**src/rtl/ws2812_tx.sv**
```systemverilog
// ws2812_tx: eight-lane WS2812 serializer. Streams 64 pixels of 24-bit colour per frame
// from the layer RAMs with one-pixel read-ahead, then holds the lines low for the latch interval.
module ws2812_tx #(
    parameter int unsigned BIT_CNT = 50,
    parameter int unsigned T0H_CNT = 16,
    parameter int unsigned T1H_CNT = 32,
    parameter int unsigned RST_CNT = 12000
) (
    input  logic         clk_in,
    input  logic         rst_in,
    input  logic         data_rdy_in,
    input  logic [191:0] ram_data_in,
    output logic         ram_rd_en_out,
    output logic [5:0]   ram_rd_addr_out,
    output logic [7:0]   bit_out,
    output logic         busy_out,
    output logic         done_out
);

    localparam int unsigned LANES    = 8;
    localparam int unsigned PIX_BITS = 24;
    localparam int unsigned CW       = (BIT_CNT > 1) ? $clog2(BIT_CNT) : 1;
    localparam int unsigned LW       = (RST_CNT > 1) ? $clog2(RST_CNT) : 1;

    localparam logic [CW-1:0] BIT_LAST = CW'(BIT_CNT - 1);
    localparam logic [CW-1:0] T0H_C    = CW'(T0H_CNT);
    localparam logic [CW-1:0] T1H_C    = CW'(T1H_CNT);
    localparam logic [LW-1:0] LAT_LAST = LW'(RST_CNT - 1);
    localparam logic [4:0]    TOP_BIT  = 5'(PIX_BITS - 1);
    localparam logic [5:0]    LAST_PIX = 6'd63;

    typedef enum logic [2:0] {
        IDLE  = 3'd0,
        LOAD  = 3'd1,
        FETCH = 3'd2,
        SEND  = 3'd3,
        LATCH = 3'd4
    } state_t;

    state_t state, state_n;

    logic [CW-1:0]                    cnt, cnt_n;
    logic [4:0]                       bidx, bidx_n;
    logic [5:0]                       pix, pix_n;
    logic [LW-1:0]                    lat, lat_n;
    logic [LANES-1:0][PIX_BITS-1:0]   sh, sh_n;
    logic [191:0]                     hold, hold_n;
    logic                             cap, cap_n;
    logic                             pending, pending_n;

    logic                             rd_en_n;
    logic [5:0]                       rd_addr_n;
    logic [7:0]                       bit_n;
    logic                             busy_n;
    logic                             done_n;

    // Next-state, datapath and next-output computation; outputs are registered below.
    always_comb begin
        state_n   = state;
        cnt_n     = cnt;
        bidx_n    = bidx;
        pix_n     = pix;
        lat_n     = lat;
        sh_n      = sh;
        pending_n = pending;
        done_n    = 1'b0;
        cap_n     = ram_rd_en_out;
        hold_n    = cap ? ram_data_in : hold;

        if (state != IDLE && data_rdy_in) begin
            pending_n = 1'b1;
        end

        case (state)
            IDLE: begin
                if (data_rdy_in || pending) begin
                    state_n   = LOAD;
                    pending_n = 1'b0;
                    pix_n     = '0;
                end
            end
            LOAD: begin
                state_n = FETCH;
                pix_n   = '0;
            end
            FETCH: begin
                state_n = SEND;
                sh_n    = ram_data_in;
                cnt_n   = '0;
                bidx_n  = TOP_BIT;
                pix_n   = '0;
            end
            SEND: begin
                if (cnt == BIT_LAST) begin
                    cnt_n = '0;
                    if (bidx == 5'd0) begin
                        if (pix == LAST_PIX) begin
                            state_n = LATCH;
                            lat_n   = '0;
                        end else begin
                            // Pixel boundary: the prefetched word takes over with no gap.
                            pix_n  = pix + 6'd1;
                            bidx_n = TOP_BIT;
                            sh_n   = hold;
                        end
                    end else begin
                        bidx_n = bidx - 5'd1;
                        for (int unsigned k = 0; k < LANES; k++) begin
                            sh_n[k] = {sh[k][PIX_BITS-2:0], 1'b0};
                        end
                    end
                end else begin
                    cnt_n = cnt + CW'(1);
                end
            end
            LATCH: begin
                if (lat == LAT_LAST) begin
                    state_n = IDLE;
                    done_n  = 1'b1;
                end else begin
                    lat_n = lat + LW'(1);
                end
            end
            default: begin
                state_n = IDLE;
            end
        endcase

        // Prefetch the next pixel on the first clock of each pixel except the last one.
        rd_en_n = (state_n == LOAD) ||
                  (state_n == SEND && cnt_n == '0 && bidx_n == TOP_BIT && pix_n != LAST_PIX);

        if (state_n == LOAD) begin
            rd_addr_n = '0;
        end else if (rd_en_n) begin
            rd_addr_n = pix_n + 6'd1;
        end else begin
            rd_addr_n = ram_rd_addr_out;
        end

        for (int unsigned k = 0; k < LANES; k++) begin
            bit_n[k] = (state_n == SEND) &&
                       (cnt_n < (sh_n[k][PIX_BITS-1] ? T1H_C : T0H_C));
        end

        busy_n = (state_n != IDLE);
    end

    // State, datapath and output registers with synchronous reset.
    always_ff @(posedge clk_in) begin
        if (rst_in) begin
            state           <= IDLE;
            cnt             <= '0;
            bidx            <= '0;
            pix             <= '0;
            lat             <= '0;
            sh              <= '0;
            hold            <= '0;
            cap             <= 1'b0;
            pending         <= 1'b0;
            ram_rd_en_out   <= 1'b0;
            ram_rd_addr_out <= '0;
            bit_out         <= '0;
            busy_out        <= 1'b0;
            done_out        <= 1'b0;
        end else begin
            state           <= state_n;
            cnt             <= cnt_n;
            bidx            <= bidx_n;
            pix             <= pix_n;
            lat             <= lat_n;
            sh              <= sh_n;
            hold            <= hold_n;
            cap             <= cap_n;
            pending         <= pending_n;
            ram_rd_en_out   <= rd_en_n;
            ram_rd_addr_out <= rd_addr_n;
            bit_out         <= bit_n;
            busy_out        <= busy_n;
            done_out        <= done_n;
        end
    end

endmodule

```
**config.mk**
```make
export PLATFORM = sky130hd
export DESIGN_NAME = ws2812_tx
export DESIGN_NICKNAME = d
export VERILOG_FILES = /design/src/rtl/ws2812_tx.sv
export SDC_FILE = /design/constraint.sdc
export NUM_CORES = 1
export LEC_CHECK = 0
export BUFFER_PORTS_ARGS = -buffer_cell sky130_fd_sc_hd__buf_4
export CAP_MARGIN = 10
export CELL_PAD_IN_SITES_DETAIL_PLACEMENT = 1
export CELL_PAD_IN_SITES_GLOBAL_PLACEMENT = 1
export CORE_MARGIN = 3
export CORE_UTILIZATION = 50
export CTS_BUF_LIST = sky130_fd_sc_hd__clkbuf_4 sky130_fd_sc_hd__clkbuf_8
export DETAILED_ROUTE_END_ITERATION = 6
export PLACE_DENSITY = 0.92
export SYNTH_ARGS = -nofsm -noshare
export SYNTH_HDL_FRONTEND = slang
export SYNTH_SLANG_ARGS = --single-unit
```
**constraint.sdc**
```tcl
create_clock -name clk_in -period 5.52 [get_ports clk_in]
set_input_delay 0.552 -clock clk_in [delete_from_list [all_inputs] [get_ports clk_in]]
set_output_delay 0.552 -clock clk_in [all_outputs]
set_load 0.1 [all_outputs]
```
Word level (Yosys, flattened, before mapping)
Index checks and enable logic that the tools add are counted.
Widths: inputs -> output; s select.
- register bits: 437
- logic and storage cells: 123
- add/sub/neg operators: 5
- $lt $le $gt $ge: 8
- eq/ne operators: 16
- mux-type cells: 38
- bitwise logic cells: 1
- reduce and logical (&&, ||, !) cells: 26
- operators by type and width (cell ; number):
    $mux 192 ; 3
    $pmux 192 s2 ; 1
    $mux 6 ; 13
    $mux 14 ; 4
    $lt 6x6->1 ; 8
    $pmux 14 s2 ; 1
    $add 6x1->6 const B ; 3
    $pmux 6 s3 ; 1
    $mux 3 ; 5
    $mux 5 ; 3
    $pmux 3 s5 ; 1
    $add 14x1->14 const B ; 1
    $eq 14x14->1 const B ; 1
    $eq 6x6->1 const B ; 2
    $logic_and 1x1->1 ; 12
    $pmux 6 s2 ; 1
    $pmux 5 s2 ; 1
    $eq 3x2->1 const B ; 3
    $ne 2x2->1 const B ; 4
    $eq 3x1->1 const B ; 2
    $logic_not 6->1 ; 1
    $ne 6x6->1 const B ; 1
    $reduce_bool 3->1 ; 2
    $reduce_or 2->1 ; 3
    12 further kinds ; 17

Logic depth before layout (Yosys ltp)
- depth in word-level cells: 10
- mapped depth: 14

Worst setup path before layout
No wires, ideal clock.
- kind: reg2reg
- from: reg bidx[0]
- to: reg ram_rd_addr_out[4]
- library setup time: 118 ps
- data arrival time: 3170 ps
- setup slack: 2233 ps
- stages on the path, launching flop included: 15
- buffers on the path: 2
- clock period less this slack: 3287 ps
- path through: dfxtp_1 > inv_1 > ha_1 > nor4b_1 > o2111ai_1 > nor2_1 > clkbuf_1 > o21ai_0 > inv_1 > ha_1 > nand3b_1 > or4_4 > buf_6 > a21o_1 > o2111a_1
- elaborated cells between the ends (all ways): 22
- RTL lines (element ; line ; source):
    start, declared ; 43 ; logic [4:0] bidx, bidx_n;
    start signal, assigned ; 169 ; bidx <= bidx_n;
    $logic_not 5->1 (*) ; 96 ; if (bidx == 5'd0) begin
    $mux 6 (*) ; 96 ;
    $mux 6 (*) ; 94 ; if (cnt == BIT_LAST) begin
    $pmux 6 s3 (*) ; 74 ; case (state)
    named net pix_n[0] ; 44 ; logic [5:0] pix, pix_n;
    parallel branches: the longest is 3 deep, another holds $add 6x1->6 ; n/a ;
    end signal, assigned ; 177 ; ram_rd_addr_out <= rd_addr_n;
    end, declared ; 14 ; output logic [5:0] ram_rd_addr_out,
Mark *: on every way through the listed nets, which the timed path passes.
A chain may end at the register's enable or synchronous reset.

Worst setup path in the final report
- from: reg bidx[0]
- to: reg sh[158] (netlist bit)
- word-level cells in the longest chain between the ends: 4
- elaborated cells between the ends (all ways): 6
- ends and longest elaborated chain (element ; line ; source):
    $logic_not 5->1 (*) ; 96 ;
    $mux 192 ; 96 ;
    $mux 192 ; 94 ;
    $pmux 192 s2 ; 74 ;
    end signal, assigned ; 172 ; sh <= sh_n;
    end, declared ; 46 ; logic [LANES-1:0][PIX_BITS-1:0] sh, sh_n;
Mark *: on every way between the ends. The rest lies on a longest branch, timed or not. The select of a mux whose other input is x is not followed.

==> run metrics <==
final setup vio count 0; unrepaired setup endpoints after global routing false; maximum capacitance violations 0; category of the most critical setup path flop to flop; Cell Pwr Density 337.5 nW/um2; Initial DRT Pass Iterations 5; final core utilization 60.31%; min cycle time layout 3.845 ns; critical path endpoint category flop; total track usage 27.04%; latest clock arrival within the worst-skew pair 0.61 ns; met3 Resource Use GR 6.414%; Top Ports 212; CTS tree yes; Leak 8.012 nW; overall die area 37860 um2; effective utilization at floorplan 51.10%; Sequential cell area 8752 um2; worst slack on hold paths 0.1830 ns; Syn. warnings 0; Post-Syn Area 17780 um2; floorplan core area 34800 um2; net total in the final layout 2195; count of filler cells inserted in the layout 3821; gate count after technology mapping 1842; Iter 0 DRT Violations 1027; IR drop worst, VDD 0.0002148 V; Achievable Freq 0.2601 GHz; pin count of the biggest net entering global routing 190; Post-CTS Hold Buffers 0; count of final hold-check violations 0; post-route ant nets 0; Final Total Pwr 7.083 mW; crit path max-delay cell type o21ai_4; number of antenna violations at the first check in global routing 2; first-pass GRT wire length 86.06 mm; Via-to-Cell Ratio 6.203; peak per-stage delay on the critical path 0.81 ns; final cycle utilization of the critical path 69.66%; Top Family by Delay on Critical Path simple AND/OR/NAND/NOR gates; WL final 53.16 mm; share of post-route cells with drive strength above 1 17.74%; number of enable flip-flop cells after synthesis 0; leading post-synthesis cells by cell area dfxtp_1, mux2i_1, a221oi_1, a22o_1, nor2_1; Seq cells post-synth 437; HPWL after detailed placement 32.44 mm; height of the die 194.6 um; CP most frequent cell nor2_1; met1 routing resource usage after global routing 32.97%; synthesized area divided by synthesized cell count 9.653 um2; Final Max Tran Viols 0; number of vias after detailed routing 15415; CP Max Fanout 48; setup fix buffers added after clock tree synthesis 0; busiest layer in global routing met2; class of the worst hold path primary input to flop; area leader, netlist dfxtp_1; post-synth net total 2051; area used by multi-input combinational logic 8383 um2; number of CTS-inserted buffers 74; number of core rows 68; Async SR Flop Fraction 0%; Post-CTS Resized 0; number of remaining DRC errors 0; sum of buffers and inverters on the critical path 2; cell-by-cell trace of the critical path inv_1 -> ha_1 -> or4b_1 -> nor3_1 -> nor2_1 -> o21ai_4 -> buf_4 -> a221oi_1 -> nor2_1; sequential area share after synthesis 49.20%; gp weighted congestion 0.8544; die span in x 194.6 um; I/O Buffers 211; type of origin of the critical path flop; Worst Path Arrival 4.37 ns; vias in the first global route 16418; count of different cell masters after synthesis 59; primary flip-flop cell chosen by synthesis mapping dfxtp_1; outcome complete, no violations; worst-margin pin slew 1.063 ns; met2 track utilization from global routing 47.35%; library cell used as clock root buffer clkbuf_8; clock tree sinks 437; Fin Clk Skew 0.02804 ns; Max Root-Sink Buffers 3; Yosys top cell area share 49.20%; CTS clock-pin slew for the worst setup and hold paths 0.06 ns; data required time of the critical path 6.04 ns; H-tree level count 3; tightest slew margin relative to the limit 29.12%; GRT overflow 0; routed length per placed instance 21.39 um; final setup TNS 0 ns; Syn-to-layout area delta 18.03%
==> final cells by class <==
| class | instances | area share (%) |
|---|---|---|
| Clock buffer | 108 | 6.487 |
| Clock inverter | 11 | 0.4054 |
| Multi-Input combinational cell | 1226 | 39.95 |
| Tap cell | 455 | 2.713 |
| Antenna cell | 1 | 0.01192 |
| Timing Repair Buffer | 230 | 8.430 |
| Inverter | 17 | 0.3041 |
| Sequential cell | 437 | 41.70 |
==> where the power goes <==
part	total, mW	internal, mW	switching (mW)
sequential	3.41	3.30	0.104
clock	2.89	1.61	1.27
combinational	0.788	0.340	0.448
==> worst register-to-register path, cell delays in order, from the launching register on <==
cell and delay [ns]:
dfxtp_1 0.35, inv_1 0.10, ha_1 0.21, or4b_1 0.61, nor3_1 0.44, nor2_1 0.21
o21ai_4 0.81, buf_4 0.63, a221oi_1 0.22, nor2_1 0.19
==> kinds of logic after synthesis <==
| group | share of synthesized area, % |
|---|---|
| simple gates | 12.67 |
| buf+inv | 3.835 |
| fa+ha+maj | 0.9852 |
| compound gates | 21.86 |
| flops | 49.20 |
| xor+xnor | 0.6404 |
| mux | 10.81 |
==> cell usage after synthesis, types with 3 or more instances <==
library cell  instances
nand3_1               7
buf_1                26
o221ai_1              5
or4_1                 5
and3_1                6
a221oi_1            182
a22o_1              181
clkbuf_1            133
inv_1                17
mux2i_1             192
dfxtp_1             437
nor3_1                9
ha_1                 14
nand4_1               9
o211ai_1              3
nor4_1               13
nand2_1              38
a21o_1                5
and2_1                3
a2111oi_0             3
o21ai_0              12
nand2b_1              6
a211oi_1             12
xor2_1               11
a22oi_1              10
or3_1                 6
a21oi_1              32
nor2_1              422
==> state kept, by name, summed over array words and instances (netlist names) <==
register         count
busy_out             1
sh                 192
done_out             1
hold               192
bidx                 5
bit_out              8
pending              1
lat                 14
cap                  1
cnt                  6
ram_rd_en_out        1
state                3
ram_rd_addr_out      6
pix                  6
==> per-stage QoR <==
| stage | worst slack (ns) | cell area (um2) | instances |
|---|---|---|---|
| floorplan | 2.233 | 17780 | 1842 |
| global placement | 1.937 | 19530 | 2364 |
| detailed placement | 1.725 | 19530 | 2364 |
| CTS | 1.721 | 20980 | 2483 |
| global route | 1.346 | 20980 | 2484 |
| finish | 1.675 | 20990 | 2485 |
==> layer usage <==
metal / wire length (um) / vias up / part of all wire (%)
met5: 33 / - / 0.062
met2: 27040 / 379 / 51
met4: 1250 / 4 / 2.4
li1: - / 7140 / -
met1: 21870 / 7785 / 41
met3: 2966 / 107 / 5.6
==> worst paths after layout <==
check | from | endpoint | slack [ns] | depth (start not counted)
setup / recovery | bidx[0]$_SDFF_PP0_ | sh[158]$_SDFFE_PP0P_ | 1.67 | 9
hold reg to reg | hold[72]$_SDFFE_PP0P_ | sh[72]$_SDFFE_PP0P_ | 0.46 | 2
setup reg to reg | bidx[0]$_SDFF_PP0_ | sh[158]$_SDFFE_PP0P_ | 1.67 | 9
hold / removal | ram_data_in[161] | hold[161]$_SDFFE_PP0P_ | 0.18 | 3
==> layout by cell type, fill, tap and decap left out, types with 14 or more instances in the layout <==
cell and instances:
buf_4 225, inv_1 17, mux2i_1 192, clkbuf_4 20, clkbuf_8 88, a22o_1 181
a221oi_1 182, ha_1 14, nand2_1 38, dfxtp_1 436, nor2_1 420, a21oi_1 32
No activity file was read; power rests on OpenSTA's default activity.
